`src/rtl/debug_exec_ctrl.sv`:
```
//------------------------------------------------------------------------------
// Module   : debug_exec_ctrl
// Purpose  : Debug-panel execution controller; gates the CPU on instruction
//            boundaries from run/step, go/stop, breakpoint and SLP inputs.
// Revision : 1.0  initial release
//------------------------------------------------------------------------------
`default_nettype none

module debug_exec_ctrl #(
  parameter logic [15:0] DEBOUNCE_CYCLES = 16'd50000,
  parameter int          CNT_W           = 16
) (
  input  logic             Clock,
  input  logic             Reset_n,
  input  logic             run_mode,
  input  logic             go_n,
  input  logic             stop_n,
  input  logic             bkpnt_en,
  input  logic [15:0]      bkpnt_addr,
  input  logic [15:0]      pc,
  input  logic             inst_done,
  input  logic             slp,
  output logic             cpu_en,
  output logic             running,
  output logic             bkpnt_hit,
  output logic [1:0]       state,
  output logic [CNT_W-1:0] inst_count
);

  localparam logic [15:0]      c_cnt_last = DEBOUNCE_CYCLES - 16'd1;
  localparam logic [CNT_W-1:0] c_one      = {{(CNT_W-1){1'b0}}, 1'b1};

  typedef enum logic [1:0] {
    S_HALT = 2'b00,
    S_RUN  = 2'b01,
    S_STEP = 2'b10,
    S_BRK  = 2'b11
  } state_t;

  logic [1:0] w_btn_raw;
  logic [1:0] w_press;

  assign w_btn_raw = {stop_n, go_n};

  // Index 0 = go, index 1 = stop; both released (1) out of reset.
  for (genvar gi = 0; gi < 2; gi++) begin : g_btn
    logic        r_sync1;
    logic        r_sync2;
    logic        r_level;
    logic        r_level_d;
    logic        r_press;
    logic [15:0] r_cnt;

    always_ff @(posedge Clock or negedge Reset_n) begin
      if (!Reset_n) begin
        r_sync1   <= 1'b1;
        r_sync2   <= 1'b1;
        r_level   <= 1'b1;
        r_level_d <= 1'b1;
        r_press   <= 1'b0;
        r_cnt     <= 16'd0;
      end else begin
        r_sync1   <= w_btn_raw[gi];
        r_sync2   <= r_sync1;
        r_level_d <= r_level;
        r_press   <= r_level_d & ~r_level;
        // Any sample matching the accepted level restarts the stability count.
        if (r_sync2 == r_level) begin
          r_cnt <= 16'd0;
        end else if (r_cnt == c_cnt_last) begin
          r_level <= r_sync2;
          r_cnt   <= 16'd0;
        end else begin
          r_cnt <= r_cnt + 16'd1;
        end
      end
    end

    assign w_press[gi] = r_press;
  end

  state_t           r_state;
  state_t           w_next;
  logic             r_stop_pend;
  logic             w_stop_pend_next;
  logic             r_active;
  logic             r_brk;
  logic [CNT_W-1:0] r_count;
  logic             w_go_p;
  logic             w_stop_p;
  logic             w_in_exec;
  logic             w_next_exec;
  logic             w_bk_match;

  assign w_go_p      = w_press[0];
  assign w_stop_p    = w_press[1];
  assign w_in_exec   = (r_state == S_RUN) || (r_state == S_STEP);
  assign w_next_exec = (w_next == S_RUN) || (w_next == S_STEP);
  assign w_bk_match  = bkpnt_en && (pc == bkpnt_addr);

  always_comb begin
    w_next = r_state;
    case (r_state)
      S_HALT, S_BRK: begin
        if (w_go_p && !slp) begin
          w_next = run_mode ? S_RUN : S_STEP;
        end
      end
      S_RUN: begin
        if (slp) begin
          w_next = S_HALT;
        end else if (inst_done) begin
          // A pending or coincident stop outranks a breakpoint match.
          if (r_stop_pend || w_stop_p) begin
            w_next = S_HALT;
          end else if (w_bk_match) begin
            w_next = S_BRK;
          end
        end
      end
      S_STEP: begin
        if (slp || inst_done) begin
          w_next = S_HALT;
        end
      end
      default: w_next = S_HALT;
    endcase
  end

  assign w_stop_pend_next = (w_in_exec && w_next_exec) ? (r_stop_pend | w_stop_p) : 1'b0;

  always_ff @(posedge Clock or negedge Reset_n) begin
    if (!Reset_n) begin
      r_state     <= S_HALT;
      r_stop_pend <= 1'b0;
      r_active    <= 1'b0;
      r_brk       <= 1'b0;
      r_count     <= '0;
    end else begin
      r_state     <= w_next;
      r_stop_pend <= w_stop_pend_next;
      r_active    <= w_next_exec;
      r_brk       <= (w_next == S_BRK);
      if (inst_done && w_in_exec) begin
        r_count <= r_count + c_one;
      end
    end
  end

  assign cpu_en     = r_active;
  assign running    = r_active;
  assign bkpnt_hit  = r_brk;
  assign state      = r_state;
  assign inst_count = r_count;

endmodule

`default_nettype wire

```
`config.mk`:
```
export PLATFORM = sky130hd
export DESIGN_NAME = debug_exec_ctrl
export DESIGN_NICKNAME = d
export VERILOG_FILES = /design/src/rtl/debug_exec_ctrl.sv
export SDC_FILE = /design/constraint.sdc
export NUM_CORES = 1
export LEC_CHECK = 0
export BUFFER_PORTS_ARGS = -buffer_cell sky130_fd_sc_hd__buf_2
export CORE_MARGIN = 4
export CORE_UTILIZATION = 38
export DETAILED_ROUTE_END_ITERATION = 8
export PLACE_DENSITY = 0.58
export SLEW_MARGIN = 15
export SYNTH_ARGS = -nofsm -noshare
export SYNTH_HDL_FRONTEND = slang
export SYNTH_SLANG_ARGS = --single-unit
```
`constraint.sdc`:
```
create_clock -name Clock -period 1.75 [get_ports Clock]
set_input_delay 0.2625 -clock Clock [delete_from_list [all_inputs] [get_ports Clock]]
set_output_delay 0.2625 -clock Clock [all_outputs]
set_load 0.005 [all_outputs]
```
==> run_results.csv <==
group,metric,value,unit
synth,syn_inst,271,
clocking,cts_htree_levels,3,
floorplan,die_y,96.6,um
flow_run,max-cap-violations,0,
critical_path,startpoint,"state[1]",
timing,skew,0.0140,ns
place,place.gp.congestion,0.752,
routing,wire_per_inst,12.7,um
clocking,tritoncts_num_sinks,63,
critical_path,worstPathArrival,2.06,ns
critical_path,cp-end-kind,"register",
synth,ys_types,35,
critical_path,path_delay_family,"simple AND/OR/NAND/NOR gates",
global_route,grt_max_degree,25,
critical_path,crit_path_top_delay_cell,"dfrtp_2",
synth,ys_ff_latch,63,
finish,final_nets,406,
routing,drt-initial-drc-count,74,
critical_path,path_class,"reg2reg",
timing,worst_pin_slew,0.493,ns
timing,setup_ws,-0.106,ns
finish,final_cell_count_no_fill,467,
clocking,cts_max_path_buffers,2,
timing,finalSetupViolCount,4,
synth,yosys_warnings,0,
timing,hold_viol,0,
finish,antenna_cells,0,
routing,drc_errors,0,
global_route,antenna_found_initial,0,
power,max-vdd-ir-drop,0.408,mV
status,status,"finished, violations left",
timing,period_minus_slack,1.86,ns
min_path,worstHoldStart,"stop_n",
floorplan,rows,32,
timing,max-slew-margin-rel,67.1,%
synth,syn_area,0.00298,mm^2
place,numPortBuffers,60,
floorplan,start_util,38.8,%
clocking,cts_made_buffers,9,
synth,yosysTopAreaCell,"dfrtp_1",
clocking,clkLatencyLatePin,0.33,ns
clocking,cts_tree,"done",
synth,syn-num-nets,317,
timing,fin_crit_sh,106,%
place,place_area,0.00355,mm^2
clocking,clockRootBuffer,"clkbuf_8",
timing,holdWs,0.0359,ns
synth,synth_area_leaders,"dfrtp_1 46%, xor2_1 9.7%, xnor2_1 7.9%",
critical_path,timing.critical_path.buf_inv,1,
min_path,hold_class,"in2reg",
critical_path,crit_path_cell_trace,"inv_1 > ha_4 > nand2_1 > nor4_2 > nand4_1 > o211ai_1 > ha_1 > nor3b_2",
power,leakage,1.84,nW
finish,drive_above_1_share,36.7,%
place,dp_hpwl,4250,um
critical_path,r2r_start,"state[1]",
global_route,overflow,0,
power,power_density,811,mW/mm^2
finish,final_cell_mix,"60 x buf_2, 54 x dfrtp_1, 37 x nor2_1",
global_route,grt_pass1_vias,2139,
finish,area_delta_synth_final,31.7,%
floorplan,num_io_pins,61,
finish,stdcell_area,0.00393,mm^2
power,power,3.18,mW
routing,ant_nets,0,
timing,fmax,0.539,GHz
routing,via_per_inst,4.76,
global_route,grt_util_all_layers,13.5,%
critical_path,cp-start-kind,"register",
synth,syn-mean-instance-area,11.0,um^2
floorplan,die_x,96.6,um
synth,synth_top_area_share,46.2,%
critical_path,cp.required,1.95,ns
clocking,clk_pin_slew,0.08,ns
floorplan,die-area,0.00932,mm^2
critical_path,slowest_delay,0.44,ns
routing,finalWirelength,5940,um
status,violations,"setup timing",
finish,final_common_cell,"buf_2",
routing,first_pass_iters,4,
floorplan,placeableCoreArea,0.00769,mm^2
timing,rsz0062_at_grt,"yes",
timing,drv_slew,0,
synth,seq_area_frac_synth,53.2,%
global_route,grt_pass1_wl,9700,um
place,dp.cells,443,
critical_path,worst-path-max-fanout,4,
routing,dr_total_vias,2223,
routing by layer:
| metal | global-route usage (%) | wire length (um) | up-vias |
|---|---|---|---|
| li1 | - | - | 1102 |
| met1 | 17.8 | 2750 | 1057 |
| met2 | 21.4 | 2680 | 55 |
| met3 | 2.87 | 417 | 9 |
| met4 | 6.31 | 96 | 0 |
| met5 | 0 | 0 | - |
state kept, by name, indices dropped and copies added (netlist names):
name and flops:
g_btn.r_press 2, cpu_en 1, bkpnt_hit 1, g_btn.r_sync1 2, state 2, g_btn.r_cnt 32, r_stop_pend 1, g_btn.r_level_d 2
g_btn.r_level 2, g_btn.r_sync2 2, inst_count 16
final timing paths:
path	to	slack [ns]	depth (start not counted)
hold reg to reg	g_btn[1].r_sync2	0.36	0
min in group asynchronous	inst_count[14]	0.44	2
setup reg to reg	r_stop_pend	-0.11	8
setup / recovery	r_stop_pend	-0.11	8
hold / removal	g_btn[1].r_sync1	0.04	1
max in group asynchronous	g_btn[1].r_sync2	0.73	3
per-stage QoR:
stage	TNS [ns]	setup WS, ns	util, %
2_1_floorplan	-0.105	-0.105	-
3_3_place_gp	-0.0982	-0.0982	46.2
3_5_place_dp	-0.310	-0.227	46.2
4_1_cts	-0.256	-0.0979	50.0
5_1_grt	-0.928	-0.242	51.1
6_report	-0.301	-0.106	51.1
report_power, final:
part / total, mW / internal [mW] / switching (mW)
clock: 1.27 / 0.735 / 0.536
combinational: 0.336 / 0.178 / 0.157
sequential: 1.58 / 1.52 / 0.0582
total: 3.18 / 2.43 / 0.751
layout make-up:
type	instances	area, um^2
Sequential cell	63	1590
Inverter	4	15.0
Tap cell	102	128
Multi-Input combinational cell	198	1450
Timing Repair Buffer	84	544
Clock buffer	13	159
Fill cell	723	3760
Clock inverter	3	42.5
synth_stat cells:
| master | n |
|---|---|
| a21boi_0 | 1 |
| a21oi_1 | 3 |
| a32oi_1 | 1 |
| and3_1 | 7 |
| and3_4 | 1 |
| and4_1 | 4 |
| and4_4 | 3 |
| buf_2 | 1 |
| buf_4 | 2 |
| buf_6 | 1 |
| clkbuf_1 | 2 |
| dfrtp_1 | 55 |
| dfstp_2 | 8 |
| ha_1 | 6 |
| inv_1 | 4 |
| mux2_2 | 3 |
| nand2_1 | 21 |
| nand2_2 | 1 |
| nand3_1 | 15 |
| nand3_2 | 3 |
| nand4_1 | 12 |
| nor2_1 | 37 |
| nor2b_1 | 2 |
| nor2b_4 | 1 |
| nor3_1 | 4 |
| nor3_4 | 1 |
| nor3b_1 | 1 |
| nor4_1 | 4 |
| nor4b_1 | 2 |
| o211ai_1 | 2 |
| o21ai_0 | 1 |
| o21bai_1 | 1 |
| or3_1 | 1 |
| xnor2_1 | 27 |
| xor2_1 | 33 |
logic make-up (layout without fill, tap and decap cells):
family                   after synthesis  after routing  synth area share [%]
AND/OR/NAND/NOR                      120            120                  21.7
flip-flops                            63             63                  53.2
XOR/XNOR                              60             60                  17.6
buffers and inverters                 10            104                  1.80
AO/OA/AOI/OAI                          9              9                  1.97
adder cells (fa/ha/maj)                6              6                  2.52
multiplexers                           3              3                  1.13
repair_timing:
action / 4_1_cts / 5_1_grt
setup endpoints to repair: 2 / 27
gates resized for setup: 12 / 10
hold endpoints to repair: 15 / 0
setup buffers: 4 / 4
hold buffers: 1 / 0
pin swaps: 13 / 4
gates cloned: 0 / 0
worst register-to-register path: cells and delay by family (launching register included):
family | cells | cell delay (ns)
AOI/OAI and AO/OA | 1 | 0.16
adders and majority gates | 2 | 0.44
and+or+nand+nor | 4 | 0.58
DFF | 1 | 0.44
buffers and inverters | 1 | 0.11
(Power assumes the default switching activity.)
